$ cat config.mk
export PLATFORM = sky130hd
export DESIGN_NAME = shared_mem_arbiter
export DESIGN_NICKNAME = d
export VERILOG_FILES = /design/src/rtl/shared_mem_arbiter.sv
export SDC_FILE = /design/constraint.sdc
export NUM_CORES = 1
export LEC_CHECK = 0
export CORE_AREA = 5 5 86 88
export CTS_BUF_LIST = sky130_fd_sc_hd__clkbuf_8
export DETAILED_ROUTE_END_ITERATION = 8
export DIE_AREA = 0 0 91 93
export DONT_BUFFER_PORTS = 1
export PLACE_DENSITY = 0.82
export SLEW_MARGIN = 20
export SYNTH_ARGS = -nofsm -noshare
export SYNTH_HDL_FRONTEND = slang
export SYNTH_SLANG_ARGS = --single-unit
$ cat constraint.sdc
create_clock -name io_clock -period 3.35 [get_ports io_clock]
set_input_delay 0.67 -clock io_clock [delete_from_list [all_inputs] [get_ports io_clock]]
set_output_delay 0.67 -clock io_clock [all_outputs]
set_load 0.1 [all_outputs]
$ cat src/rtl/shared_mem_arbiter.sv
// Round-robin arbiter that time-shares one fixed-latency data-memory port among NCORES cores.
// One transaction at a time: IDLE -> ISSUE -> WAIT (MEM_LAT cycles) -> DONE -> IDLE.
module shared_mem_arbiter #(
    parameter int unsigned NCORES  = 4,
    parameter int unsigned ADDR_W  = 16,
    parameter int unsigned DATA_W  = 16,
    parameter int unsigned MEM_LAT = 2
) (
    input  logic                       io_clock,
    input  logic                       io_rst,
    input  logic [15:0]                io_NoC,
    input  logic [NCORES-1:0]          io_req,
    input  logic [NCORES-1:0]          io_we,
    input  logic [NCORES*ADDR_W-1:0]   io_addr,
    input  logic [NCORES*DATA_W-1:0]   io_wdata,
    output logic [NCORES-1:0]          io_grant,
    output logic [NCORES-1:0]          io_done,
    output logic [DATA_W-1:0]          io_rdata,
    output logic                       io_busy,
    output logic                       io_mem_en,
    output logic                       io_mem_we,
    output logic [ADDR_W-1:0]          io_mem_addr,
    output logic [DATA_W-1:0]          io_mem_wdata,
    input  logic [DATA_W-1:0]          io_mem_rdata
);

    localparam int unsigned PTR_W = (NCORES > 1) ? $clog2(NCORES) : 1;
    localparam int unsigned CNT_W = (MEM_LAT > 1) ? $clog2(MEM_LAT) : 1;

    localparam logic [1:0] S_IDLE  = 2'd0;
    localparam logic [1:0] S_ISSUE = 2'd1;
    localparam logic [1:0] S_WAIT  = 2'd2;
    localparam logic [1:0] S_DONE  = 2'd3;

    logic [1:0]        state_q, state_d;
    logic [PTR_W-1:0]  rr_q, rr_d;
    logic [PTR_W-1:0]  gidx_q, gidx_d;
    logic [NCORES-1:0] grant_q, grant_d;
    logic              we_q, we_d;
    logic [ADDR_W-1:0] addr_q, addr_d;
    logic [DATA_W-1:0] wdata_q, wdata_d;
    logic [CNT_W-1:0]  cnt_q, cnt_d;
    logic [DATA_W-1:0] rdata_q, rdata_d;

    logic [NCORES-1:0] eligible;
    logic              found;
    logic [PTR_W-1:0]  sel;

    // First eligible core at or after rr_q, scanning with wrap-around.
    always_comb begin
        eligible = '0;
        for (int unsigned i = 0; i < NCORES; i++) begin
            eligible[i] = io_req[i] && (i < 32'(io_NoC));
        end
        found = 1'b0;
        sel   = '0;
        for (int unsigned k = 0; k < NCORES; k++) begin
            int unsigned idx;
            idx = (32'(rr_q) + k) % NCORES;
            if (!found && eligible[idx]) begin
                found = 1'b1;
                sel   = PTR_W'(idx);
            end
        end
    end

    always_comb begin
        state_d = state_q;
        rr_d    = rr_q;
        gidx_d  = gidx_q;
        grant_d = grant_q;
        we_d    = we_q;
        addr_d  = addr_q;
        wdata_d = wdata_q;
        cnt_d   = cnt_q;
        rdata_d = rdata_q;
        case (state_q)
            S_IDLE: begin
                if (found) begin
                    grant_d = NCORES'(1) << sel;
                    gidx_d  = sel;
                    we_d    = io_we[sel];
                    addr_d  = io_addr[sel*ADDR_W +: ADDR_W];
                    wdata_d = io_wdata[sel*DATA_W +: DATA_W];
                    state_d = S_ISSUE;
                end
            end
            S_ISSUE: begin
                cnt_d   = CNT_W'(MEM_LAT - 1);
                state_d = S_WAIT;
            end
            S_WAIT: begin
                if (cnt_q == '0) begin
                    if (!we_q) rdata_d = io_mem_rdata;
                    state_d = S_DONE;
                end else begin
                    cnt_d = cnt_q - CNT_W'(1);
                end
            end
            S_DONE: begin
                rr_d    = PTR_W'((32'(gidx_q) + 1) % NCORES);
                grant_d = '0;
                state_d = S_IDLE;
            end
            default: state_d = S_IDLE;
        endcase
    end

    always_ff @(posedge io_clock or posedge io_rst) begin
        if (io_rst) begin
            state_q <= S_IDLE;
            rr_q    <= '0;
            gidx_q  <= '0;
            grant_q <= '0;
            we_q    <= 1'b0;
            addr_q  <= '0;
            wdata_q <= '0;
            cnt_q   <= '0;
            rdata_q <= '0;
        end else begin
            state_q <= state_d;
            rr_q    <= rr_d;
            gidx_q  <= gidx_d;
            grant_q <= grant_d;
            we_q    <= we_d;
            addr_q  <= addr_d;
            wdata_q <= wdata_d;
            cnt_q   <= cnt_d;
            rdata_q <= rdata_d;
        end
    end

    assign io_grant     = grant_q;
    assign io_done      = (state_q == S_DONE) ? grant_q : '0;
    assign io_rdata     = rdata_q;
    assign io_busy      = (state_q != S_IDLE);
    assign io_mem_en    = (state_q == S_ISSUE);
    assign io_mem_we    = io_mem_en & we_q;
    assign io_mem_addr  = addr_q;
    assign io_mem_wdata = wdata_q;

endmodule

==> metrics.txt, run 1 <==
hold crit path type=in2async; Worst EP required=between 3000 and 4000 ps; Worst-path clk slew=about 70 ps; fin. max-slew vios=0; Critical R2R Launch=rr_q[1]$_DFFE_PP0P_; Max Clk Rate=333 MHz; number of global-route vias before repair=about 3,500; post-synth cell types=45; metal3 WL=~1.2 mm; register bit count reported by yosys=60; crit path max fanout=13; layout cell share with drive strength beyond 1=0.202; Startpoint Class=input port; reg2reg setup slack=820 ps; DPL Wire Length=9.26 mm; critical path class=in2reg; CP endpoint kind=flop; CTS tree=yes; pin count of the biggest net entering global routing=37; # diodes=0; clk_lat worst skew=around 330 ps; number of top-level pins=about 230; setup bufs post-CTS=0; first-pass GRT wire length=between 15 and 20 mm; path depth of the worst reg2reg path=6; Starting DRT DRC Count=roughly 140; Rows=30; initial antenna violation count=0; Yosys top cell by area=dfrtp_1; Setup Skew=about 9.7 ps; total nets after synthesis=between 500 and 600; Arrival @ worst endpoint=3190 ps; Global Route Usage Sum=0.272; Routed WL=12.0 mm; CTS H-tree lvls=3; Residual DRC=0; r2r endpoint=io_mem_addr[11]$_DFFE_PP0P_; total grt overflow=0; Routed Antenna Nets=0; Worst Tran Pin Value=approximately 960 ps; register area share after synthesis=0.387; Setup violations, final=0; count of TritonRoute iterations in the first routing pass=4; DR top layer=met4; wire length per cell=between 20 and 25 µm; setup tns final=0 ps; routability cong.=between 0.8 and 0.9; max cap viols=0; period utilization=0.896; hold buffers post-CTS=0; Post-Syn Area=approximately 0.0039 mm²; CP bufs+invs=1; met2 wire len=between 6 and 7 mm; Final Net Count=about 580; root buf cell=clkbuf_8; Die Wd=91 µm; die area=around 0.0085 mm²; Top Family by Delay on Critical Path=simple AND/OR/NAND/NOR gates; clock sink count=60; Final Hold Viols=0; Max clock buf depth=2; Max stage delay on crit path=approximately 740 ps; slew margin rel.=0.359; Mapped Avg Cell Area=slightly below 10 µm²; TritonCTS Buffers=9; P&R area growth vs syn=10.2%; fillers=550; CORE AREA=between 0.006 and 0.007 mm²; Die Span Y=~93 µm; crit-path cells=nor4_1 -> a41oi_1 -> or4b_1 -> and4_4 -> buf_4 -> a2111oi_0 -> a211oi_1; Post-synth EDFFs=0; Worst Setup SP=io_NoC[6]; Synthesis Warnings=0; most numerous cell in the Yosys netlist=dfrtp_1; main area contributors after synthesis=dfrtp_1, mux2i_1, a41oi_1; synth cell count leaders=dfrtp_1, inv_1, nor2_1; CP max stage cell=or4b_1; Initial Utilization=0.591; fin crit period=around 3000 ps; routed vias/inst=just under 7; post-cts gate resize count=0; Port-buffer cells=0; FFs w/ async S/R, synth=1.00; Synth Instances=between 300 and 400; unrepaired setup endpoints after global routing=no; Vias=around 3,400; met1 wire length=approximately 4.4 mm; top cell type's share of synthesized area=0.387; top_reg_cell synth=dfrtp_1; status=completed
==> stage by stage <==
step           cell area [µm²]  std cells   util  hold WS, ps  setup WS (ps)
2_1_floorplan             3880        392      -          463            347
3_3_place_gp              4070        469  0.620          480            149
3_5_place_dp              4070        469  0.620          488           16.6
6_report                  4280        485  0.651          303            348
4_1_cts                   4280        485  0.651          302            375
5_1_grt                   4280        485  0.651          340            182
==> metal layers <==
layer,global-route usage,vias to the layer above
met5,0,-
met1,0.323,1596
li1,-,1524
met2,0.465,214
met4,0.0770,0
met3,0.0949,17
==> worst max-delay path by stage <==
stage	end	slack, ps	cells past startpoint
2_1_floorplan	io_done[0]	350	2
3_3_place_gp	io_mem_wdata[2]$_DFFE_PP0P_	150	7
3_5_place_dp	io_mem_addr[11]$_DFFE_PP0P_	20	7
4_1_cts	io_mem_addr[11]$_DFFE_PP0P_	370	7
5_1_grt	io_mem_addr[11]$_DFFE_PP0P_	180	7
6_report	io_mem_addr[11]$_DFFE_PP0P_	350	7
==> cell usage in the layout, fill, tap and decap left out, drive strengths merged, types with 2 or more instances in the layout <==
master    n
a22o      2
and2      5
buf      36
or2       3
a41oi    35
a21oi     4
clkinv    3
dfrtp    60
nor3      2
clkbuf   11
o32a      2
or4       4
inv      43
nor4      4
nand2     5
o21ai     3
mux2     17
a211oi   33
o41ai     2
mux2i    33
nor2     39
ha        5
a21o      2
a2111oi  33
nand4     2
==> flip-flops by register name, summed over array words and instances (netlist names) <==
register / count
io_mem_addr: 16
io_grant: 4
io_rdata: 16
cnt_q: 1
gidx_q: 2
rr_q: 2
state_q: 2
io_mem_wdata: 16
we_q: 1
==> layout make-up <==
type | count | area (µm²) | share of cell area
Tap cell | 80 | 100 | 0.0234
Timing Repair Buffer | 36 | 283 | 0.0661
Sequential cell | 60 | 1500 | 0.351
Clock buffer | 11 | 151 | 0.0354
Multi-Input combinational cell | 250 | 2030 | 0.474
Clock inverter | 5 | 51.3 | 0.0120
Inverter | 43 | 161 | 0.0377
==> worst register-to-register path, stage by stage (launching register included) <==
cell,delay (ps)
dfrtp_1,430
or2_2,320
or2_2,470
and4_4,320
buf_4,180
a2111oi_0,560
a211oi_1,100
==> kinds of logic after synthesis <==
group,synth area share
buffers and inverters,0.0976
DFF,0.387
muxes,0.134
AOI/OAI and AO/OA,0.275
adders and majority gates,0.0161
and+or+nand+nor,0.0880
xor gates and xnor gates,0.00226
Power of run 1 is not shown: default switching activity piles up to over one toggle a cycle in this logic, so the estimate is an artifact.
==> inputs of run 2 (changes only) <==
--- a/config.mk
+++ b/config.mk
@@ -5,12 +5,14 @@
 export SDC_FILE = /design/constraint.sdc
 export NUM_CORES = 1
 export LEC_CHECK = 0
-export CORE_AREA = 5 5 86 88
+export CELL_PAD_IN_SITES_DETAIL_PLACEMENT = 1
+export CELL_PAD_IN_SITES_GLOBAL_PLACEMENT = 1
+export CORE_MARGIN = 5
+export CORE_UTILIZATION = 51
 export CTS_BUF_LIST = sky130_fd_sc_hd__clkbuf_8
 export DETAILED_ROUTE_END_ITERATION = 8
-export DIE_AREA = 0 0 91 93
 export DONT_BUFFER_PORTS = 1
-export PLACE_DENSITY = 0.82
+export PLACE_DENSITY = 0.94
 export SLEW_MARGIN = 20
 export SYNTH_ARGS = -nofsm -noshare
 export SYNTH_HDL_FRONTEND = slang
==> constraint.sdc (replaced) <==
create_clock -name io_clock -period 3.35 [get_ports io_clock]
set_input_delay 0.5025 -clock io_clock [delete_from_list [all_inputs] [get_ports io_clock]]
set_output_delay 0.5025 -clock io_clock [all_outputs]
set_load 0.1 [all_outputs]
==> run 2 against run 1 <==
Die area rose by 12%. Count of clock-buffer cells in the layout down 1. Via count is 2.1% higher. Non-clock buffer count fell by 7. First-iteration DRC count stayed put. Highest routed layer unchanged. Critical path type unchanged. Fmax increased by 1.3%. Critical path depth stayed put. Core utilization fell by 7.3 points. Clock skew grew 1.8 ps.
==> metrics.txt, run 2 (same netlist as run 1, synthesis figures left out) <==
fillers=796 (+45%); # diodes=0 (unchanged); Critical R2R Launch=rr_q[0]$_DFFE_PP0P_; CTS tree=yes; Max Clk Rate=337 MHz (+1.3%); Final Hold Viols=0 (unchanged); slew margin rel.=0.366 (+0.00695); r2r endpoint=io_mem_wdata[1]$_DFFE_PP0P_; clk_lat worst skew=330 ps (about the same); fin. max-slew vios=0 (unchanged); critical path class=in2reg; fin cells=496 (+2.3%); hold crit path type=in2async; Routed WL=13.5 mm (+13%); Routed Antenna Nets=0 (unchanged); hold buffers post-CTS=0 (unchanged); routability cong.=0.850 (-3.0%); setup bufs post-CTS=0 (unchanged); post-cts gate resize count=0 (unchanged); path depth of the worst reg2reg path=6 (unchanged); Startpoint Class=input port; Die Wd=97.3 µm (+6.9%); number of global-route vias before repair=3,757 (+7.6%); Worst-path clk slew=70 ps (about the same); CORE AREA=0.00733 mm² (+12%); setup tns final=0 ps (unchanged); Rows=31 (+3.3%); Max clock buf depth=2 (unchanged); root buf cell=clkbuf_8; unrepaired setup endpoints after global routing=no; clock sink count=60 (unchanged); CP endpoint kind=flop; Residual DRC=0 (unchanged); die area=0.00946 mm² (+12%); Worst EP required=3560 ps (+20 ps); wire length per cell=27.3 µm (+10%); initial antenna violation count=0 (unchanged); Worst Tran Pin Value=951 ps (-10.4 ps); max cap viols=0 (unchanged); Setup Skew=11.5 ps (+1.76 ps); number of top-level pins=229 (unchanged); most frequent cells in the layout=dfrtp_1, inv_1, nor2_1; TritonCTS Buffers=9 (unchanged); Arrival @ worst endpoint=3170 ps (-20 ps); first-pass GRT wire length=21.0 mm (+14%); final worst slack=387 ps (+38.7 ps); Vias=3,422 (+2.1%); total grt overflow=0 (unchanged); footprint of the multi-input gates=0.00203 mm² (unchanged); DPL Wire Length=10.4 mm (+12%); Setup WS pre-CTS=30.9 ps (+14.3 ps); Port-buffer cells=0 (unchanged); placed insts=481 (+2.6%); Die Span Y=97.3 µm (+4.6%); CTS H-tree lvls=3 (unchanged); layout cell share with drive strength beyond 1=0.189 (-0.0136); status=completed; reg2reg setup slack=910 ps (+90 ps); crit path max fanout=36 (+23); Starting DRT DRC Count=136 (unchanged); most common cell after layout, fill and taps aside=dfrtp_1; Final Net Count=568 (-1.2%); count of TritonRoute iterations in the first routing pass=4 (unchanged); Setup violations, final=0 (unchanged); CP endpoint=io_mem_wdata[1]$_DFFE_PP0P_; Worst Setup SP=io_NoC[15]; Global Route Usage Sum=0.276 (+0.00448); pin count of the biggest net entering global routing=37 (unchanged); period utilization=0.885 (-0.0116); fin crit period=2960 ps (-38.7 ps); P&R area growth vs syn=9.09%; routed vias/inst=6.90 (-0.15%); Initial Utilization=0.530 (-0.0614); Sequential Area=0.00150 mm² (unchanged); final core occ=0.578 (-0.0733)
==> run 2: cell types whose count changed in the layout (fill, tap and decap cells not counted), sizes merged <==
cell / previous run / this run
clkinv: 3 / 4
inv: 43 / 42
clkbuf: 11 / 10
buf: 36 / 29
==> run 2: worst max-delay path, stage by stage <==
cell and delay, ps:
or4_1 610, o41ai_4 510, o32a_1 270, buf_12 210, and4_4 500, a2111oi_0 210
a211oi_1 340
==> run 2: layout make-up <==
class | count | share of cell area
multi-input cells | 250 | 0.479
flip-flops and latches | 60 | 0.355
repair buffers | 29 | 0.0544
inverters | 43 | 0.0381
clock buffers | 10 | 0.0325
well taps | 99 | 0.0292
clock inverters | 5 | 0.0124
==> run 2: how the worst min path moves through the flow <==
| stage | end | start | slack, ps | depth (start not counted) |
|---|---|---|---|---|
| after floorplan | rr_q[0]$_DFFE_PP0P_ | gidx_q[0]$_DFFE_PP0P_ | 460 | 1 |
| after global placement | rr_q[0]$_DFFE_PP0P_ | gidx_q[0]$_DFFE_PP0P_ | 480 | 1 |
| after detailed placement | gidx_q[1]$_DFFE_PP0P_ | gidx_q[1]$_DFFE_PP0P_ | 490 | 1 |
| after CTS | io_rdata[14]$_DFFE_PP0P_ | io_rst | 170 | 1 |
| after global routing | io_rdata[11]$_DFFE_PP0P_ | io_rst | 200 | 1 |
| final | io_rdata[11]$_DFFE_PP0P_ | io_rst | 160 | 1 |
==> run 2: per-layer routing <==
| metal | global-route usage | wire (µm) | share of wire |
|---|---|---|---|
| met1 | 0.315 | 5010 | 0.37 |
| met2 | 0.492 | 7150 | 0.53 |
| met3 | 0.0840 | 1090 | 0.081 |
| met4 | 0.0895 | 299 | 0.022 |
| met5 | 0 | 0 | 0 |
==> run 2: through the flow <==
stage	cell area, µm²	hold WS, ps
6_report	4240	158
5_1_grt	4240	201
4_1_cts	4240	171
3_5_place_dp	4050	491
3_3_place_gp	4050	480
2_1_floorplan	3880	463
Power of run 2 is left out for the same reason.
